**src/rtl/fft_mem_ctrl_if.sv**
```systemverilog
// fft_mem_ctrl_if: control/address bundle between the FFT sequencer and its RAM/ROM datapath.
interface fft_mem_ctrl_if #(parameter int M = 9);
    logic         start;
    logic         busy;
    logic         done;
    logic [3:0]   stage;
    logic [M-1:0] ram0_adr_a;
    logic [M-1:0] ram0_adr_b;
    logic [M-1:0] ram1_adr_a;
    logic [M-1:0] ram1_adr_b;
    logic         ram0_we;
    logic         ram1_we;
    logic         rd_bank;
    logic [M-2:0] twiddle_adr;
    logic         result_bank;
    modport master (
        input  start,
        output busy, done, stage, ram0_adr_a, ram0_adr_b, ram1_adr_a, ram1_adr_b,
               ram0_we, ram1_we, rd_bank, twiddle_adr, result_bank
    );
    modport slave (
        output start,
        input  busy, done, stage, ram0_adr_a, ram0_adr_b, ram1_adr_a, ram1_adr_b,
               ram0_we, ram1_we, rd_bank, twiddle_adr, result_bank
    );
endinterface

```
**src/rtl/fft_mem_ctrl.sv**
```systemverilog
// fft_mem_ctrl: radix-2 FFT stage/butterfly sequencer with ping-pong RAM addressing
// and a write-back pipeline matched to the butterfly latency.
module fft_mem_ctrl #(
    parameter int N        = 512,
    parameter int M        = $clog2(N),
    parameter int BFLY_LAT = 2
) (
    input  logic            clk,
    input  logic            reset_n,
    fft_mem_ctrl_if.master  bus
);
    localparam int HALF = N / 2;
    localparam int DW   = $clog2(BFLY_LAT + 1);

    typedef enum logic [1:0] {IDLE, RUN, DRAIN, DONE} state_t;
    typedef struct packed {
        logic         v;
        logic [M-1:0] a;
        logic [M-1:0] b;
        logic         bk;
    } wr_t;

    state_t       state_q, state_d;
    logic [3:0]   s_q, s_d;
    logic [M-2:0] i_q, i_d;
    logic [DW-1:0] d_q, d_d;
    logic [M-1:0] rda_q, rda_d, rdb_q, rdb_d;
    logic [M-2:0] tw_q, tw_d;
    logic [M-1:0] ext, span, pos, adr;
    wr_t          pipe_q [BFLY_LAT];
    wr_t          wr;

    always_comb begin
        state_d = state_q;
        s_d     = s_q;
        i_d     = i_q;
        d_d     = d_q;
        unique case (state_q)
            IDLE: if (bus.start) begin
                state_d = RUN;
                s_d     = '0;
                i_d     = '0;
            end
            RUN: begin
                i_d = i_q + 1'b1;
                if (i_q == (M-1)'(HALF - 1)) begin
                    state_d = DRAIN;
                    i_d     = '0;
                    d_d     = '0;
                end
            end
            DRAIN: begin
                d_d = d_q + 1'b1;
                if (d_q == DW'(BFLY_LAT - 1)) begin
                    state_d = (s_q < 4'(M - 1)) ? RUN : DONE;
                    s_d     = (s_q < 4'(M - 1)) ? s_q + 4'd1 : s_q;
                end
            end
            default: state_d = IDLE;
        endcase
    end

    // Read addresses are computed from the next state so they are registered outputs.
    always_comb begin
        ext   = {1'b0, i_d};
        span  = M'(1) << s_d;
        pos   = ext & (span - 1'b1);
        adr   = ((ext >> s_d) << (s_d + 4'd1)) | pos;
        rda_d = (state_d == RUN) ? adr : '0;
        rdb_d = (state_d == RUN) ? adr + span : '0;
        tw_d  = (state_d == RUN) ? pos[M-2:0] << (4'(M - 1) - s_d) : '0;
    end

    always_ff @(posedge clk or negedge reset_n) begin
        if (!reset_n) begin
            state_q <= IDLE;
            s_q     <= '0;
            i_q     <= '0;
            d_q     <= '0;
            rda_q   <= '0;
            rdb_q   <= '0;
            tw_q    <= '0;
        end else begin
            state_q <= state_d;
            s_q     <= s_d;
            i_q     <= i_d;
            d_q     <= d_d;
            rda_q   <= rda_d;
            rdb_q   <= rdb_d;
            tw_q    <= tw_d;
        end
    end

    always_ff @(posedge clk or negedge reset_n) begin
        if (!reset_n) begin
            for (int j = 0; j < BFLY_LAT; j++) pipe_q[j] <= '0;
        end else begin
            pipe_q[0] <= '{v: state_q == RUN, a: rda_q, b: rdb_q, bk: ~s_q[0]};
            for (int j = 1; j < BFLY_LAT; j++) pipe_q[j] <= pipe_q[j-1];
        end
    end

    assign wr = pipe_q[BFLY_LAT-1];

    // Write-back owns a bank's ports when due; otherwise the read side drives them (zero outside RUN).
    assign bus.ram0_adr_a  = (wr.v && !wr.bk) ? wr.a : (s_q[0] ? '0 : rda_q);
    assign bus.ram0_adr_b  = (wr.v && !wr.bk) ? wr.b : (s_q[0] ? '0 : rdb_q);
    assign bus.ram1_adr_a  = (wr.v &&  wr.bk) ? wr.a : (s_q[0] ? rda_q : '0);
    assign bus.ram1_adr_b  = (wr.v &&  wr.bk) ? wr.b : (s_q[0] ? rdb_q : '0);
    assign bus.ram0_we     = wr.v && !wr.bk;
    assign bus.ram1_we     = wr.v &&  wr.bk;
    assign bus.twiddle_adr = tw_q;
    assign bus.rd_bank     = s_q[0];
    assign bus.stage       = s_q;
    assign bus.busy        = (state_q == RUN) || (state_q == DRAIN);
    assign bus.done        = (state_q == DONE);
    assign bus.result_bank = 1'(M % 2);
endmodule

```
**src/flat_wrapper.sv**
```systemverilog
// flat-port wrapper written by rule: the top's interface ports become plain ports
module fft_mem_ctrl_flat 
#(
    parameter int N        = 512,
    parameter int M        = $clog2(N),
    parameter int BFLY_LAT = 2
)
  (clk, reset_n, bus_start, bus_busy, bus_done, bus_stage, bus_ram0_adr_a, bus_ram0_adr_b, bus_ram1_adr_a, bus_ram1_adr_b, bus_ram0_we, bus_ram1_we, bus_rd_bank, bus_twiddle_adr, bus_result_bank);
  fft_mem_ctrl_if #(.M(M)) bus_i ();
  input  logic clk;
  input  logic reset_n;
  input wire logic [$bits(bus_i.start)-1:0] bus_start;
  output wire logic [$bits(bus_i.busy)-1:0] bus_busy;
  output wire logic [$bits(bus_i.done)-1:0] bus_done;
  output wire logic [$bits(bus_i.stage)-1:0] bus_stage;
  output wire logic [$bits(bus_i.ram0_adr_a)-1:0] bus_ram0_adr_a;
  output wire logic [$bits(bus_i.ram0_adr_b)-1:0] bus_ram0_adr_b;
  output wire logic [$bits(bus_i.ram1_adr_a)-1:0] bus_ram1_adr_a;
  output wire logic [$bits(bus_i.ram1_adr_b)-1:0] bus_ram1_adr_b;
  output wire logic [$bits(bus_i.ram0_we)-1:0] bus_ram0_we;
  output wire logic [$bits(bus_i.ram1_we)-1:0] bus_ram1_we;
  output wire logic [$bits(bus_i.rd_bank)-1:0] bus_rd_bank;
  output wire logic [$bits(bus_i.twiddle_adr)-1:0] bus_twiddle_adr;
  output wire logic [$bits(bus_i.result_bank)-1:0] bus_result_bank;
  assign bus_i.start = bus_start;
  assign bus_busy = bus_i.busy;
  assign bus_done = bus_i.done;
  assign bus_stage = bus_i.stage;
  assign bus_ram0_adr_a = bus_i.ram0_adr_a;
  assign bus_ram0_adr_b = bus_i.ram0_adr_b;
  assign bus_ram1_adr_a = bus_i.ram1_adr_a;
  assign bus_ram1_adr_b = bus_i.ram1_adr_b;
  assign bus_ram0_we = bus_i.ram0_we;
  assign bus_ram1_we = bus_i.ram1_we;
  assign bus_rd_bank = bus_i.rd_bank;
  assign bus_twiddle_adr = bus_i.twiddle_adr;
  assign bus_result_bank = bus_i.result_bank;
  fft_mem_ctrl #(.N(N), .M(M), .BFLY_LAT(BFLY_LAT)) u_core (.clk(clk), .reset_n(reset_n), .bus(bus_i));
endmodule
```
**config.mk**
```make
export PLATFORM = sky130hd
export DESIGN_NAME = fft_mem_ctrl_flat
export DESIGN_NICKNAME = d
export VERILOG_FILES = /design/src/rtl/fft_mem_ctrl_if.sv /design/src/rtl/fft_mem_ctrl.sv /design/src/flat_wrapper.sv
export SDC_FILE = /design/constraint.sdc
export NUM_CORES = 1
export LEC_CHECK = 0
export CAP_MARGIN = 20
export CELL_PAD_IN_SITES_DETAIL_PLACEMENT = 1
export CELL_PAD_IN_SITES_GLOBAL_PLACEMENT = 1
export CORE_MARGIN = 3
export CORE_UTILIZATION = 43
export CTS_CLUSTER_SIZE = 25
export DETAILED_ROUTE_END_ITERATION = 8
export PLACE_DENSITY = 0.85
export SYNTH_ARGS = -nofsm -noshare
export SYNTH_HDL_FRONTEND = slang
export SYNTH_SLANG_ARGS = --single-unit
```
**constraint.sdc**
```tcl
create_clock -name clk -period 5.7 [get_ports clk]
set_input_delay 0.855 -clock clk [delete_from_list [all_inputs] [get_ports clk]]
set_output_delay 0.855 -clock clk [all_outputs]
set_load 0.05 [all_outputs]
```
==> results.ini, run 1 <==
[detailed_routing]
drt-pass1-iter-count = 4
dr_wl_met3_um = 518
vias = 4488
viasPerCell = 5.913
m1WireLength_um = 6781
highest_layer = met4
remaining_drc_errors = 0
wl_per_cell_um = 20.80
met2_length_um = 8073
drt_iter0_markers = 219
wirelength_um = 15790
ant_nets = 0

[final_layout]
drive_gt1_frac = 0.07916
layout.cells.non_filler = 759
finalCoreUtilization = 0.5420
antenna_cells = 0
fin_nets = 644
syn_to_final_growth_pct = 22.50

[floorplan]
core_area_um2 = 10940
die_area_um2 = 12560
ios = 57
start_util = 0.4424
rows = 38
die_width_um = 112.1
die_h_um = 112.1

[timing]
slew_headroom = 0.4870
slew_violations = 0
finalHoldViolCount = 0
rsz0062_at_grt = false
setup-violations-final = 0
period_share = 0.9394
fmax_mhz = 186.8
clock_skew_ps = 5.538
worst_pin_slew_ps = 748.2
setup_tns_ps = 0
fin_crit_ps = 5354

[synthesis]
synth_ff_type = dfrtp_1
synth_enable_flop_cells = 0
synth.distinct_cells = 67
synth_area_um2 = 4838
ys_top_cells_by_count = 110 x nand2_1, 82 x dfrtp_1, 63 x o21ai_0
synth-seq-area-share = 0.4241
yosysTopAreaCellShare = 0.4241
yosysMostFrequentCell = nand2_1
synth_nets = 591
ys_ff_latch = 82
synth_cells = 562
ys.warnings.count = 0
ys_top_cells_by_area = dfrtp_1 42%, nand2_1 8.5%, o21ai_0 6.5%, ha_1 6.5%, nor2_1 2.6%
syn_avg_cell_area_um2 = 8.609
synth.largest_area_cell = dfrtp_1
async_reset_ff_frac = 1.000

[global_route]
grt-ovfl-total = 0
grt_usage = 0.2504
antenna_found_initial = 0
grt_pass1_vias = 4666
grt_max_degree = 83
grt_pass1_wl_um = 25160

[setup_path]
critPathMaxFanout = 20
critPathKind = input port to flip-flop
end_kind = flip-flop
cp.required_ps = 5920
cp.arrival_ps = 5570
crit_path_start_kind = input port

[placed_design]
hpwl_um = 10720
io_buffers = 55
gp_congestion = 0.9188
placed_cells_incl_taps = 741

[clock_network]
holdBufCountCts = 0
htreeDepth = 3
post_cts_buffers = 0
cts-root-buf = clkbuf_16
post_cts_resize_count = 0
cts_tree = yes
clk_path_buf_depth = 2
clock_latency_ps = 340
clkTransAtPathRegs_ps = 60
cts_buffers = 9
cts.sinks = 82

[min_path]
hold_class = input port to async pin

[power]
ir_drop_mv = 0.3415
leakagePower_nw = 2.680
power.density_nw_per_um2 = 453.7

[outcome]
status = completed

[flow_run]
drv_cap = 0

## worst max-delay path, stage by stage
cell	delay (ps)
clkdlybuf4s50_1	530
nand2b_1	280
and4_4	260
nor2_4	430
inv_2	80
ha_1	220
ha_1	230
nand2_1	130
ha_1	200
a21boi_0	290
a21oi_1	110
a21oi_1	210
a21oi_1	150
a211o_1	300
ha_1	350
or3_1	330
o21ai_0	100
a21oi_1	90
xnor2_1	200
xnor2_1	170
nor2_1	70
## sequential cells by signal, summed over array words and instances (netlist names)
register	flops
u_core.rdb_q	9
u_core.bus.twiddle_adr	8
u_core.bus.stage	4
u_core.d_q	2
u_core.i_q	8
u_core.pipe_q	40
u_core.rda_q	9
u_core.state_q	2
## cells in the final DEF (no fill, tap or decap), types with 8 or more instances in the layout
cell	n
a21o_1	8
nand2_1	110
nor2_1	33
dfrtp_1	82
clkdlybuf4s50_1	54
ha_1	25
xnor2_1	8
nor2b_1	9
clkbuf_16	9
nand4_1	8
nand3_1	18
and2_1	10
a21oi_1	19
nor3_1	14
o21ai_0	63
buf_4	15
inv_1	14
## where the power goes
group          internal, mW  leakage [nW]  switching (mW)
clock                 0.383         0.152           0.238
combinational         0.406          1.44           0.810
sequential            0.734          1.09           0.118
total                  1.52          2.68            1.17
## logic make-up (layout without fill, tap and decap cells)
group,Yosys count,count (layout),synth area share
buffers and inverters,49,106,0.04111
other,1,1,0.0007751
and+or+nand+nor,234,234,0.2271
adders and majority gates,26,26,0.06879
DFF,82,82,0.4241
muxes,8,8,0.01681
xor gates and xnor gates,14,14,0.02534
AOI/OAI and AO/OA,148,148,0.1960
## stage by stage
stage	hold WS [ps]	cell area (µm²)	power (mW)	worst slack, ps
global route	347.6	5927	2.826	87.05
detailed placement	336.2	5542	2.017	192.6
CTS	350.0	5857	2.659	411.6
global placement	332.1	5542	1.967	376.2
finish	350.4	5927	2.689	345.5
floorplan	331.2	4838	1.600	1074
## worst paths after layout
| path | startpoint | end | slack [ps] | cells past startpoint |
|---|---|---|---|---|
| worst max register to register | u_core.state_q[0] | u_core.rdb_q[8] | 510 | 21 |
| worst max-delay path | bus_start | u_core.rdb_q[8] | 350 | 21 |
| worst min-delay path | reset_n | u_core.pipe_q[22] | 350 | 1 |
| min in group clk | u_core.pipe_q[25] | u_core.pipe_q[5] | 350 | 0 |
| worst min register to register | u_core.pipe_q[25] | u_core.pipe_q[5] | 350 | 0 |
| max in group asynchronous | reset_n | u_core.bus.twiddle_adr[4] | 4760 | 2 |
## layer usage
metal / GRT usage / vias to the layer above
met2: 0.4361 / 114
li1: - / 2073
met3: 0.04151 / 33
met4: 0.08173 / 0
met1: 0.3190 / 2268
met5: 0 / -
## cell type report
class | count | area (µm²)
sequential | 82 | 2052
clock inverter | 6 | 90.09
inverter | 19 | 71.32
tap | 140 | 175.2
multi-input combinational | 431 | 2590
fill | 1261 | 5009
clock buffer | 9 | 225.2
timing repair buffer | 72 | 723.2
Power figures use the tool's default switching activity.
==> run 2: changes to the inputs <==
--- a/config.mk
+++ b/config.mk
@@ -15,2 +15,3 @@
 export PLACE_DENSITY = 0.85
+export SKIP_LAST_GASP = 1
 export SYNTH_ARGS = -nofsm -noshare
--- a/constraint.sdc
+++ b/constraint.sdc
@@ -3,2 +3,2 @@
 set_output_delay 0.855 -clock clk [all_outputs]
-set_load 0.05 [all_outputs]
+set_load 0.01 [all_outputs]
==> results of run 2 <==
The final DEF is identical to that of run 1. Status: completed.
Among the figures that moved: total power 2.689 mW -> 2.454 mW; worst IR drop on VDD 0.3415 mV -> 0.2901 mV
==> run 3: changes to the inputs <==
- PLACE_DENSITY: 0.85 -> 0.82
==> run 3 against run 2 <==
  * Clock power decreased by 4.7%
  * Die area unchanged
  * Sequential share of layout area about the same
  * Clock-buffer cell count increased by 2
  * Via count decreased by 1.5%
  * Combinational power about the same
==> results.ini, run 3 (synthesis gave the netlist of run 1 again) <==
[global_route]
grt_max_degree = 83  ; unchanged
grt_usage = 0.2449  ; -0.005519
grt_pass1_wl_um = 24630  ; -2.1%
grt-ovfl-total = 0  ; unchanged
antenna_found_initial = 0  ; unchanged
grt_pass1_vias = 4637  ; -0.62%

[setup_path]
ff2ff_path_depth = 21  ; unchanged
r2r_end = u_core.rdb_q[8]
rrSetupSlack_ps = 480  ; -30 ps
crit_path_start_kind = input port
critPathMaxFanout = 10  ; -50%
critPathKind = input port to flip-flop
reg2reg_from = u_core.state_q[0]
end_kind = flip-flop
cp.arrival_ps = 5450  ; -120 ps
cp.required_ps = 5910  ; about the same

[final_layout]
final_common_cell = nand2_1
fin_nets = 645  ; +0.16%
syn_to_final_growth_pct = 22.42  ; about the same
drive_gt1_frac = 0.08052  ; +0.001355
fill_cells = 1273  ; +0.95%
seqCellArea_um2 = 2052  ; unchanged
largest_register = u_core.pipe_q
largest_register_ffs = 40  ; unchanged
multi_input_area_um2 = 2596  ; +0.24%
largest_registers = u_core.pipe_q x40, u_core.rda_q x9, u_core.rdb_q x9
final_cell_mix = 110 x nand2_1, 82 x dfrtp_1, 63 x o21ai_0, 54 x clkdlybuf4s50_1, 33 x nor2_1
antenna_cells = 0  ; unchanged

[detailed_routing]
ant_nets = 0  ; unchanged
vias = 4419  ; -1.5%
viasPerCell = 5.807  ; -1.8%
drt_iter0_markers = 275  ; +26%
drt-pass1-iter-count = 4  ; unchanged
remaining_drc_errors = 0  ; unchanged
wirelength_um = 15080  ; -4.5%
wl_per_cell_um = 19.81  ; -4.8%

[flow_run]
drv_cap = 0  ; unchanged

[clock_network]
post_cts_resize_count = 0  ; unchanged
post_cts_buffers = 0  ; unchanged
clk_path_buf_depth = 2  ; unchanged
cts_buffers = 9  ; unchanged
clock_latency_ps = 340  ; about the same
clkTransAtPathRegs_ps = 60  ; about the same
cts-root-buf = clkbuf_16
holdBufCountCts = 0  ; unchanged
cts_tree = yes
htreeDepth = 3  ; unchanged
cts.sinks = 82  ; unchanged

[floorplan]
rows = 38  ; unchanged
die_area_um2 = 12560  ; unchanged
core_area_um2 = 10940  ; unchanged
die_h_um = 112.1  ; unchanged
ios = 57  ; unchanged
die_width_um = 112.1  ; unchanged
start_util = 0.4424  ; unchanged

[min_path]
hold_class = input port to async pin

[power]
ir_drop_mv = 0.3361
leakagePower_nw = 2.670  ; -0.36%
power.density_nw_per_um2 = 409.1
power_mw = 2.423

[timing]
slew_violations = 0  ; unchanged
worst_pin_slew_ps = 708.3  ; -39.87 ps
slew_headroom = 0.5242  ; +0.03721
setup_tns_ps = 0  ; unchanged
fmax_mhz = 191.0  ; +2.3%
clock_skew_ps = 8.419  ; +2.881 ps
finalHoldViolCount = 0  ; unchanged
period_share = 0.9187  ; -0.02072
fin_crit_ps = 5236  ; -118.1 ps
holdWs_ps = 347.5  ; -2.899 ps
rsz0062_at_grt = false
setup_slack_ps = 463.6  ; +118.1 ps
setup-violations-final = 0  ; unchanged

[outcome]
status = completed

[placed_design]
place_ws_ps = 36.17  ; -156.4 ps
io_buffers = 55  ; unchanged
hpwl_um = 10560  ; -1.5%
gp_congestion = 0.9166  ; -0.24%

## run 3: cell count changes in the layout (fill, tap and decap cells not counted), sizes merged
cell | before | now
nor2 | 35 | 36
bufinv | 2 | 1
inv | 20 | 19
clkbuf | 9 | 11
clkinvlp | 1 | 2
## run 3: through the flow
step,utilization,cell area (µm²),std cells
final,0.5416,5923,761
after floorplan,-,4838,562
after global routing,0.5416,5923,761
after CTS,0.5347,5847,757
after global placement,0.5068,5542,741
after detailed placement,0.5068,5542,741
## run 3: layer usage
layer | GRT usage | wire [µm] | vias to the layer above
met2 | 0.4289 | 7826 | 122
met3 | 0.03181 | 572 | 23
met5 | 0 | 0 | -
met4 | 0.07853 | 298 | 0
met1 | 0.3161 | 6381 | 2194
li1 | - | - | 2080
## run 3: worst max-delay path by stage
stage	start	to	slack, ps
after global routing	u_core.state_q[0]	u_core.rdb_q[8]	80
final	bus_start	u_core.rdb_q[8]	460
after floorplan	bus_start	u_core.rdb_q[8]	1070
after global placement	bus_start	u_core.rdb_q[7]	260
after detailed placement	bus_start	u_core.rdb_q[8]	40
after CTS	bus_start	u_core.rdb_q[8]	370
## run 3: area by class of cell
type | count | share of cell area
clock buffers | 11 | 0.04098
clock inverters | 5 | 0.01056
inverters | 19 | 0.01204
multi-input cells | 432 | 0.4383
flip-flops and latches | 82 | 0.3464
well taps | 140 | 0.02957
repair buffers | 72 | 0.1221
## run 3: where the power goes
group	switching [mW]	internal, mW
sequential	0.115	0.734
combinational	0.566	0.416
clock	0.238	0.354
## run 3: worst max-delay path, cell delays in order
cell	delay [ps]
clkdlybuf4s50_1	540
nand2b_1	270
and4_4	260
nor2_4	280
inv_2	80
ha_1	220
ha_1	230
nand2_1	140
ha_1	190
a21boi_0	370
a21oi_1	110
a21oi_1	160
a21oi_1	130
a211o_1	290
ha_1	350
or3_1	330
o21ai_0	100
a21oi_1	100
xnor2_1	240
xnor2_1	150
nor2_1	60
